`src/rtl/elevator_call_panel.sv`:
```
// rtl/elevator_call_panel.sv - floor-call button front end: sync, debounce, call lamps, request pulses
module elevator_call_panel #(
    parameter int FLOORS_NUM      = 5,
    parameter int DEBOUNCE_CYCLES = 1_000_000,
    parameter int REISSUE_CYCLES  = 100_000_000
) (
    input  logic                          clk,
    input  logic                          rst_n,
    input  logic [FLOORS_NUM-1:0]         btn_raw,
    input  logic [$clog2(FLOORS_NUM)-1:0] curr_floor,
    input  logic                          door,
    output logic [FLOORS_NUM-1:0]         req,
    output logic [FLOORS_NUM-1:0]         lamp
);

    localparam int FW = $clog2(FLOORS_NUM);
    localparam int DW = $clog2(DEBOUNCE_CYCLES + 1);
    localparam logic [DW-1:0] DB_MAX = DW'(DEBOUNCE_CYCLES);

    typedef enum logic {
        IDLE    = 1'b0,
        PENDING = 1'b1
    } call_state_e;

    logic [FLOORS_NUM-1:0] sync1_q, sync2_q;
    logic [FLOORS_NUM-1:0] stable_q, stable_prev_q;
    logic [DW-1:0]         db_cnt_q [FLOORS_NUM];
    logic [FLOORS_NUM-1:0] press;
    logic [FLOORS_NUM-1:0] served;
    logic [FLOORS_NUM-1:0] req_q, req_d;
    call_state_e           state_q [FLOORS_NUM];
    call_state_e           state_d [FLOORS_NUM];
    logic                  any_lamp;
    logic                  rs_fire;

    // Counter only runs while synchronized level disagrees with the accepted level.
    always_ff @(posedge clk or negedge rst_n) begin
        if (!rst_n) begin
            sync1_q       <= '0;
            sync2_q       <= '0;
            stable_q      <= '0;
            stable_prev_q <= '0;
            for (int i = 0; i < FLOORS_NUM; i++) begin
                db_cnt_q[i] <= '0;
            end
        end else begin
            sync1_q       <= btn_raw;
            sync2_q       <= sync1_q;
            stable_prev_q <= stable_q;
            for (int i = 0; i < FLOORS_NUM; i++) begin
                if (sync2_q[i] == stable_q[i]) begin
                    db_cnt_q[i] <= '0;
                end else if (db_cnt_q[i] == DB_MAX) begin
                    stable_q[i] <= sync2_q[i];
                    db_cnt_q[i] <= '0;
                end else begin
                    db_cnt_q[i] <= db_cnt_q[i] + 1'b1;
                end
            end
        end
    end

    assign press = stable_q & ~stable_prev_q;

    always_comb begin
        served = '0;
        lamp   = '0;
        for (int i = 0; i < FLOORS_NUM; i++) begin
            served[i] = door && (curr_floor == FW'(i));
            lamp[i]   = (state_q[i] == PENDING);
        end
    end

    assign any_lamp = |lamp;

    generate
        if (REISSUE_CYCLES > 0) begin : g_reissue
            localparam int RW = (REISSUE_CYCLES > 1) ? $clog2(REISSUE_CYCLES) : 1;
            localparam logic [RW-1:0] RS_LAST = RW'(REISSUE_CYCLES - 1);
            logic [RW-1:0] rs_cnt_q;

            always_ff @(posedge clk or negedge rst_n) begin
                if (!rst_n) begin
                    rs_cnt_q <= '0;
                end else if (!any_lamp || rs_cnt_q == RS_LAST) begin
                    rs_cnt_q <= '0;
                end else begin
                    rs_cnt_q <= rs_cnt_q + 1'b1;
                end
            end

            assign rs_fire = any_lamp && (rs_cnt_q == RS_LAST);
        end else begin : g_no_reissue
            assign rs_fire = 1'b0;
        end
    endgenerate

    // Service always wins over a press or a re-issue in the same cycle.
    always_comb begin
        req_d = '0;
        for (int i = 0; i < FLOORS_NUM; i++) begin
            state_d[i] = state_q[i];
            case (state_q[i])
                IDLE: begin
                    if (press[i] && !served[i]) begin
                        state_d[i] = PENDING;
                        req_d[i]   = 1'b1;
                    end
                end
                PENDING: begin
                    if (served[i]) begin
                        state_d[i] = IDLE;
                    end else if (rs_fire) begin
                        req_d[i] = 1'b1;
                    end
                end
                default: state_d[i] = IDLE;
            endcase
        end
        req_d = req_d & ~req_q;
    end

    always_ff @(posedge clk or negedge rst_n) begin
        if (!rst_n) begin
            req_q <= '0;
            for (int i = 0; i < FLOORS_NUM; i++) begin
                state_q[i] <= IDLE;
            end
        end else begin
            req_q <= req_d;
            for (int i = 0; i < FLOORS_NUM; i++) begin
                state_q[i] <= state_d[i];
            end
        end
    end

    assign req = req_q;

endmodule
```
`config.mk`:
```
export PLATFORM = sky130hd
export DESIGN_NAME = elevator_call_panel
export DESIGN_NICKNAME = d
export VERILOG_FILES = /design/src/rtl/elevator_call_panel.sv
export SDC_FILE = /design/constraint.sdc
export NUM_CORES = 1
export LEC_CHECK = 0
export BUFFER_PORTS_ARGS = -buffer_cell sky130_fd_sc_hd__buf_4
export CAP_MARGIN = 20
export CORE_ASPECT_RATIO = 1.75
export CORE_MARGIN = 2
export CORE_UTILIZATION = 33
export CTS_CLUSTER_SIZE = 12
export DETAILED_ROUTE_END_ITERATION = 12
export SLEW_MARGIN = 40
export SYNTH_ARGS = -nofsm -noshare
export SYNTH_HDL_FRONTEND = slang
export SYNTH_SLANG_ARGS = --single-unit
```
`constraint.sdc`:
```
create_clock -name clk -period 2.49 [get_ports clk]
set_input_delay 0.498 -clock clk [delete_from_list [all_inputs] [get_ports clk]]
set_output_delay 0.498 -clock clk [all_outputs]
set_load 0.02 [all_outputs]
```
==> flow_metrics.tcl, run 1 <==
set metrics [dict create \
    status "complete, no violations" \
    cts_setup_buffers 0 \
    ys_seq_area_share_pct 51.12 \
    grt_pass1_wl_um 27560 \
    die_w_um 119.4 \
    p_leak_uw 0.003513 \
    synth_cell_types 40 \
    via_count 5728 \
    worst-path-max-fanout 8 \
    cts_hold_buffers 0 \
    synth_compound_area_share_pct 8.190 \
    drt_iter0_drc 196 \
    synth_top_family_by_area "simple AND/OR/NAND/NOR gates" \
    vdd_ir_drop_max_mv 0.5616 \
    synthSimpleGateAreaFrac_pct 25.25 \
    synth_area_leader_cell "dfrtp_1" \
    wl_per_cell_um 14.06 \
    cts_tree "yes" \
    core_um2 22830 \
    synthAdderAreaFrac_pct 1.791 \
    synth_nets 802 \
    synthesis.area_um2 7685 \
    yosys_warnings 0 \
    synth_seq_cells 157 \
    area_growth_pct 15.35 \
    antenna_found_initial 0 \
    synthXorXnorAreaFrac_pct 9.004 \
    n_antenna_cell 0 \
    multi_input_area_um2 3471 \
    critPathKind "reg2reg" \
    grt_pass1_vias 5648 \
    required_ns 2.80 \
    rrSetupSlack_ns 0.50 \
    finalSetupTns_ns 0 \
    finalSetupViolCount 0 \
    critPathLaunchType "flop" \
    synthDominantCellAreaShare_pct 51.12 \
    reg2reg_from "db_cnt_q[60]" \
    r2r-end "db_cnt_q[78]" \
    synth-edff-count 0 \
    grt_max_degree 48 \
    rsz0062_at_grt "false" \
    grt_usage_pct 13.94 \
    ant_nets 0 \
    clockRootBuffer "clkbuf_16" \
    finalHoldViolCount 0 \
    crit_path_end_kind "flop" \
    routed_wl_um 15720 \
    reg2regPathDepth 7 \
    synthMuxAreaShare_pct 0.7327 \
    path_clk_slew_ns 0.06 \
    instances_no_fill 1118 \
    crit_chain "inv_1, ha_1, nand2_1, or4_1, o31ai_2, buf_4, a21oi_1" \
    max-cap-violations 0 \
    final_nets 828 \
    cts_buffers 17 \
    skew_ns 0.008524 \
    first_pass_iters 4 \
    cts_resized 0 \
    io_buffer_count 20 \
    via_per_inst 5.123 \
    yosys-top-cells-area "dfrtp_1 51%, xnor2_1 6.0%, nor2_1 4.5%" \
    p_total_uw 5590 \
    max_stage_delay_ns 0.47 \
    hpwlAfterDp_um 11130 \
    avgSynthCellArea_um2 9.852 \
    io_pins 21 \
    fill_cells 2356 \
    die_h_um 205.9 \
    insertion_delay_ns 0.43 \
    grt.overflow.total 0 \
    period_share_pct 80.00 \
    hold_path_class "in2async" \
    power_density_nw_per_um2 630.6 \
    async_flop_share_pct 100.0 \
    max_clock_freq_mhz 502.0 \
    htreeDepth 4 \
    die_area_um2 24570 \
    cts_buffer_depth 2 \
    dp_cells 1087 \
    drc 0 \
    syn_inst 780 \
    start_util_pct 33.65 \
    tightest_slew_ns 0.4696 \
    final-seq-area_um2 3929 \
    drive_gt1_share_pct 10.39 \
    yosys_most_used_dff "dfrtp_1" \
    cpMaxStageDelayCell "o31ai_2" \
    drv_slew 0 \
    arrival_ns 2.30 \
    max_slew_margin_pct 68.69 \
    num_rows 73 \
    gp_congestion 0.7815 \
    cts_sinks 157 \
    finalCriticalPeriod_ns 1.992 \
]
-- worst max-delay path: cells and delay by family, from the launching register on --
kind,cells,cell delay (ns)
fa+ha+maj,1,0.14
flops,1,0.42
simple gates,2,0.49
compound gates,2,0.52
buf+inv,2,0.32
-- cell type report --
type	instances	share of cell area (%)
flip-flops and latches	157	44.32
multi-input cells	548	39.15
clock buffers	19	4.996
well taps	300	4.234
repair buffers	34	3.345
inverters	48	2.032
clock inverters	12	1.920
-- report_power, final --
part	switching, uW	internal [uW]
sequential	40.8	2590
combinational	168	85.7
clock	1010	1690
-- cell usage after synthesis (all sizes together) (19+ instances only) --
library cell / number
a21oi: 37
dfrtp: 157
inv: 48
nand2: 38
nand3: 44
nand4: 35
nor2: 92
nor3: 30
o21ai: 25
o31ai: 19
or3: 24
or4: 28
xnor2: 53
xor2: 26
-- per-layer routing --
metal | GRT usage [%] | routed length, um | vias up
met3 | 3.063 | 454 | 25
met4 | 5.504 | 334 | 0
met5 | 0 | 0 | -
met2 | 24.01 | 8173 | 81
met1 | 16.98 | 6754 | 2798
li1 | - | - | 2824
-- through the flow --
stage | hold WS, ns | setup slack (ns) | instance area [um^2] | util (%)
2_1_floorplan | 0.2024 | 0.6241 | 7685 | -
3_3_place_gp | 0.3348 | 0.5011 | 8252 | 36.14
3_5_place_dp | 0.3424 | 0.4983 | 8252 | 36.14
4_1_cts | 0.005819 | 0.4720 | 8865 | 38.82
5_1_grt | 0.02741 | 0.3277 | 8865 | 38.82
6_report | 0.004169 | 0.4980 | 8865 | 38.82
-- layout by cell type (no fill, tap or decap), types with 7 or more instances in the layout --
cell type,synthesis,final
and3_1,13,13
inv_1,48,48
ha_1,11,11
o31ai_1,19,17
nor3_1,30,29
dfrtp_1,157,157
nor2_1,92,92
nor4b_1,12,12
a21oi_1,35,35
nand2_1,38,38
clkbuf_16,0,17
xnor2_1,53,53
xor2_1,26,26
a211oi_1,11,11
nor4_1,10,10
buf_4,0,30
o21ai_0,25,22
or4_1,28,28
or3_1,24,24
and4_1,7,7
nand4_1,33,33
nand3_1,40,40
-- cells by family after synthesis --
| group | Yosys count |
|---|---|
| flip-flops | 157 |
| XOR/XNOR | 79 |
| multiplexers | 5 |
| AND/OR/NAND/NOR | 351 |
| buffers and inverters | 75 |
| adder cells (fa/ha/maj) | 11 |
| AO/OA/AOI/OAI | 102 |
-- registers in the layout, indices dropped and copies added, names as in the netlist --
name	flops
db_cnt_q	100
g_reissue.rs_cnt_q	27
lamp	5
req	5
stable_prev_q	5
stable_q	5
sync1_q	5
sync2_q	5
-- worst max path at each step --
| stage | from | end | slack [ns] | cells past startpoint |
|---|---|---|---|---|
| finish | db_cnt_q[60] | db_cnt_q[78] | 0.50 | 7 |
| global route | db_cnt_q[60] | db_cnt_q[79] | 0.33 | 7 |
| CTS | db_cnt_q[60] | db_cnt_q[76] | 0.47 | 7 |
| detailed placement | db_cnt_q[60] | db_cnt_q[69] | 0.50 | 7 |
| global placement | db_cnt_q[60] | db_cnt_q[77] | 0.50 | 7 |
| floorplan | db_cnt_q[80] | db_cnt_q[98] | 0.62 | 6 |
(Power assumes the default switching activity.)
==> run 2: changes to the inputs <==
==> constraint.sdc (replaced) <==
create_clock -name clk -period 1.88 [get_ports clk]
set_input_delay 0.376 -clock clk [delete_from_list [all_inputs] [get_ports clk]]
set_output_delay 0.376 -clock clk [all_outputs]
set_load 0.02 [all_outputs]
==> run 2 against run 1 <==
First-iteration DRC count is 15% lower. Critical path depth down 4. Sequential power rose by 32%. Die area is the same. Largest cell class unchanged. Global-route usage rose by 0.42 points.
==> flow_metrics.tcl, run 2 (synthesized netlist as in run 1, its figures left out) <==
set metrics [dict create \
    final_area_um2 9384 \
    status "complete, no violations" \
    vdd_ir_drop_max_mv 0.6012 \
    htreeDepth 4 \
    top_regs "db_cnt_q (100), g_reissue.rs_cnt_q (27)" \
    die_area_um2 24570 \
    cts_tree "yes" \
    intPower_uw 5700 \
    p_switching_uw 1705 \
    antenna_found_initial 0 \
    crit_path_end_kind "flop" \
    drc 0 \
    area_growth_pct 22.11 \
    via_count 6015 \
    io_buffer_count 20 \
    worst-path-max-fanout 5 \
    tightest_slew_ns 0.3848 \
    arrival_ns 2.13 \
    critPathKind "reg2reg" \
    via_per_inst 5.128 \
    n_antenna_cell 0 \
    instances_no_fill 1173 \
    required_ns 2.19 \
    insertion_delay_ns 0.43 \
    final_cell_mix "153 x dfrtp_1, 92 x nor2_1, 81 x buf_4" \
    dpl-instance-area_um2 8647 \
    wl_per_cell_um 14.22 \
    layout_commonest_cell "dfrtp_1" \
    grt_usage_pct 14.36 \
    grt_max_degree 41 \
    p_leak_uw 0.003792 \
    start_util_pct 33.65 \
    num_rows 73 \
    routed_wl_um 16680 \
    drive_gt1_share_pct 18.67 \
    clockRootBuffer "clkbuf_16" \
    period_share_pct 96.52 \
    ant_nets 0 \
    gp_congestion 0.8205 \
    max_slew_margin_pct 74.11 \
    finalHoldViolCount 0 \
    dp_cells 1138 \
    path_clk_slew_ns 0.06 \
    p_sw_share_pct 23.03 \
    critPathLaunchType "flop" \
    drt_iter0_drc 166 \
    hold_path_class "in2reg" \
    power_frac_clock_pct 47.8 \
    die_w_um 119.4 \
    drv_slew 0 \
    cts_sinks 157 \
    core_um2 22830 \
    power_density_nw_per_um2 789.1 \
    comb_power_share_pct 5.1 \
    cts_buffers 17 \
    skew_ns 0.008008 \
    p_total_uw 7405 \
    grt.overflow.total 0 \
    max_clock_freq_mhz 551.1 \
    io_pins 21 \
    final_nets 883 \
    finalSetupViolCount 0 \
    grt_pass1_wl_um 28350 \
    cts_buffer_depth 2 \
    seq_power_share_pct 47.1 \
    finalCriticalPeriod_ns 1.815 \
    largest_reg_flops 100 \
    grt_pass1_vias 6050 \
    first_pass_iters 4 \
    hpwlAfterDp_um 12080 \
    die_h_um 205.9 \
    max-cap-violations 0 \
    top_register "db_cnt_q" \
]
## run 2: cell types whose count changed in the layout (fill, tap and decap cells not counted), moves of 3 or more
| cell | change |
|---|---|
| or4_1 | -6 |
| or4_4 | +6 |
| dfrtp_2 | +4 |
| dfrtp_1 | -4 |
| inv_6 | +3 |
| and4_1 | -3 |
| buf_4 | +51 |
## run 2: power groups by stage
stage	registers (uW)	clock network (uW)	logic (uW)
2_1_floorplan	3550	0	153
3_3_place_gp	3550	0	371
3_5_place_dp	3550	0	374
4_1_cts	3490	3670	378
5_1_grt	3490	3800	431
6_report	3490	3540	379
## run 2: stage by stage
step	hold WS, ns	setup WS (ns)	util (%)	TNS, ns
floorplan	0.08041	0.01409	-	0
global placement	0.3217	0.04476	37.87	0
detailed placement	0.3167	-0.01545	37.87	-0.01545
CTS	0.02042	0.005974	40.58	0
global route	0.02327	-0.005860	41.10	-0.008372
finish	0.04937	0.06533	41.10	0
## run 2: routing by layer
metal	routed length, um	track usage, %	vias up
met2	8988	26.44	85
li1	-	-	2948
met4	395	6.092	0
met1	6849	15.78	2955
met5	0	0	-
met3	448	3.256	27
## run 2: cell type report
type | instances | area [um^2]
flip-flops and latches | 157 | 3934
inverters | 48 | 180.2
well taps | 300 | 375.4
repair buffers | 89 | 732.0
clock buffers | 18 | 439.2
clock inverters | 13 | 165.2
fillers | 2277 | 13450
multi-input cells | 548 | 3558
## run 2: path summary, 6_finish.rpt
kind	slack (ns)	start	cells after the start	end
max in group asynchronous	0.84	rst_n	3	db_cnt_q[42]
hold / removal	0.05	btn_raw[0]	1	sync1_q[0]
hold reg to reg	0.35	sync1_q[1]	0	sync2_q[1]
setup reg to reg	0.07	db_cnt_q[53]	3	stable_q[2]
min in group asynchronous	0.42	rst_n	2	db_cnt_q[27]
setup / recovery	0.07	db_cnt_q[53]	3	stable_q[2]
## run 2: timing repair
action | 4_1_cts | 5_1_grt
buffers inserted | 0 | 2
hold endpoints to repair | 36 | 0
hold buffers | 1 | 0
resized for setup | 1 | 30
setup endpoints to repair | 1 | 72
cloned | 0 | 1
pin swaps | 0 | 4
## run 2: worst max-delay path, cell delays in order (launching register included)
cell and delay, ns:
dfrtp_1 0.42, or4b_2 0.71, nor3_1 0.22, mux2_2 0.35
==> run 3: changes to the inputs <==
--- a/config.mk
+++ b/config.mk
@@ -7,7 +7,7 @@
 export LEC_CHECK = 0
 export BUFFER_PORTS_ARGS = -buffer_cell sky130_fd_sc_hd__buf_4
 export CAP_MARGIN = 20
-export CORE_ASPECT_RATIO = 1.75
+export CORE_ASPECT_RATIO = 0.8
 export CORE_MARGIN = 2
 export CORE_UTILIZATION = 33
 export CTS_CLUSTER_SIZE = 12
==> constraint.sdc (replaced) <==
create_clock -name clk -period 1.8 [get_ports clk]
set_input_delay 0.36 -clock clk [delete_from_list [all_inputs] [get_ports clk]]
set_output_delay 0.36 -clock clk [all_outputs]
set_load 0.02 [all_outputs]
==> run 3 against run 2 <==
Sequential cell count is the same. Non-clock buffer count up 40. Sequential power rose by 4%. Critical endpoint is now db_cnt_q[34].
==> flow_metrics.tcl, run 3 (synthesized netlist as in run 1, its figures left out) <==
set metrics [dict create \
    drive_gt1_share_pct 24.32 \
    die_area_um2 24530 \
    io_buffer_count 20 \
    skew_ns 0.01079 \
    crit_path_end_kind "flop" \
    instances_no_fill 1220 \
    gp_congestion 0.7625 \
    grt_usage_pct 14.27 \
    hold_path_class "in2reg" \
    start_util_pct 33.88 \
    max_clock_freq_mhz 570.6 \
    place_ws_ns -0.04570 \
    largest_reg_flops 100 \
    critPathLaunchType "flop" \
    p_leak_uw 0.003995 \
    hpwlAfterDp_um 11540 \
    vdd_ir_drop_max_mv 0.4962 \
    cts_sinks 157 \
    grt.overflow.total 0 \
    antenna_found_initial 1 \
    wl_per_cell_um 13.93 \
    period_share_pct 97.37 \
    final_cell_mix "153 x dfrtp_1, 117 x buf_4, 92 x nor2_1" \
    hp-start "btn_raw[3]" \
    tightest_slew_ns 0.3698 \
    hold_ws_ns 0.03899 \
    worst-path-max-fanout 5 \
    crit_chain "ha_2, and3_1, nand4_1, buf_4, or3_1, a21oi_1" \
    drv_slew 0 \
    fill_cells 2195 \
    required_ns 2.15 \
    core_um2 22680 \
    cpMaxStageDelayCell "dfrtp_1" \
    arrival_ns 2.10 \
    top_register "db_cnt_q" \
    reg2reg_from "db_cnt_q[21]" \
    critPathTopFamily "simple AND/OR/NAND/NOR gates" \
    grt_pass1_wl_um 28460 \
    clockRootBuffer "clkbuf_16" \
    status "complete, no violations" \
    die_w_um 174.6 \
    io_pins 21 \
    insertion_delay_ns 0.43 \
    finalHoldViolCount 0 \
    finalCriticalPeriod_ns 1.753 \
    rsz0062_at_grt "true" \
    cts_buffer_depth 2 \
    ant_nets 0 \
    worst_slack_ns 0.04742 \
    htreeDepth 4 \
    power_density_nw_per_um2 784.5 \
    routed_wl_um 17000 \
    grt_max_degree 45 \
    worst-path-buf-inv 1 \
    finalSetupViolCount 0 \
    drt_iter0_drc 268 \
    via_count 6076 \
    grt_pass1_vias 5710 \
    final_nets 923 \
    layout_commonest_cell "dfrtp_1" \
    dpl-instance-area_um2 8904 \
    path_clk_slew_ns 0.07 \
    critPathKind "reg2reg" \
    via_per_inst 4.980 \
    max_stage_delay_ns 0.39 \
    num_rows 49 \
    worstSetupStartpoint "db_cnt_q[21]" \
    die_h_um 140.5 \
    max-cap-violations 0 \
    area_growth_pct 27.68 \
    top_regs "db_cnt_q (100), g_reissue.rs_cnt_q (27)" \
    first_pass_iters 4 \
    cts_tree "yes" \
    final_area_um2 9812 \
    cts_buffers 17 \
    dp_cells 1174 \
    drc 0 \
    max_slew_margin_pct 75.35 \
]
-- run 3: metal layers --
| layer | global-route usage, % | up-vias | part of all wire (%) |
|---|---|---|---|
| met4 | 4.781 | 0 | 1.4 |
| met3 | 3.474 | 14 | 3.2 |
| met5 | 0 | - | 0 |
| met2 | 20.80 | 75 | 44 |
| li1 | - | 3027 | - |
| met1 | 20.72 | 2960 | 51 |
-- run 3: area by class of cell --
type / instances / area [um^2] / area share, %
clock inverter: 13 / 156.4 / 1.594
inverter: 48 / 180.2 / 1.836
multi-input combinational: 548 / 3657 / 37.27
clock buffer: 18 / 429.2 / 4.374
timing repair buffer: 129 / 1070 / 10.90
sequential: 157 / 3934 / 40.09
antenna: 1 / 2.502 / 0.02550
tap: 306 / 382.9 / 3.902
-- run 3: final timing paths --
check	endpoint	slack, ns	cells past startpoint
setup / recovery	db_cnt_q[34]	0.05	6
hold / removal	sync1_q[3]	0.04	1
setup reg to reg	db_cnt_q[34]	0.05	6
hold reg to reg	sync2_q[0]	0.34	0
max in group asynchronous	db_cnt_q[8]	0.82	3
min in group asynchronous	db_cnt_q[97]	0.41	2
-- run 3: per-stage QoR --
step	total power, uW	utilization (%)	setup TNS (ns)
floorplan	3872	-	-0.04711
global placement	4129	39.25	-0.007527
detailed placement	4132	39.25	-0.08215
CTS	7780	41.99	0
global route	8022	43.25	-0.5827
finish	7698	43.25	0
-- run 3: repair_timing --
action / in CTS / in global routing
resized for setup: 7 / 45
pin swaps: 2 / 17
endpoints found under the hold margin: 32 / 0
hold buffers: 1 / 0
cloned: 0 / 2
buffers inserted: 0 / 11
endpoints found under the setup margin: 37 / 102
-- run 3: where the power goes --
group | switching [uW] | total [uW] | internal [uW]
logic | 271 | 454 | 183
clock network | 1540 | 3610 | 2070
registers | 47.5 | 3630 | 3590
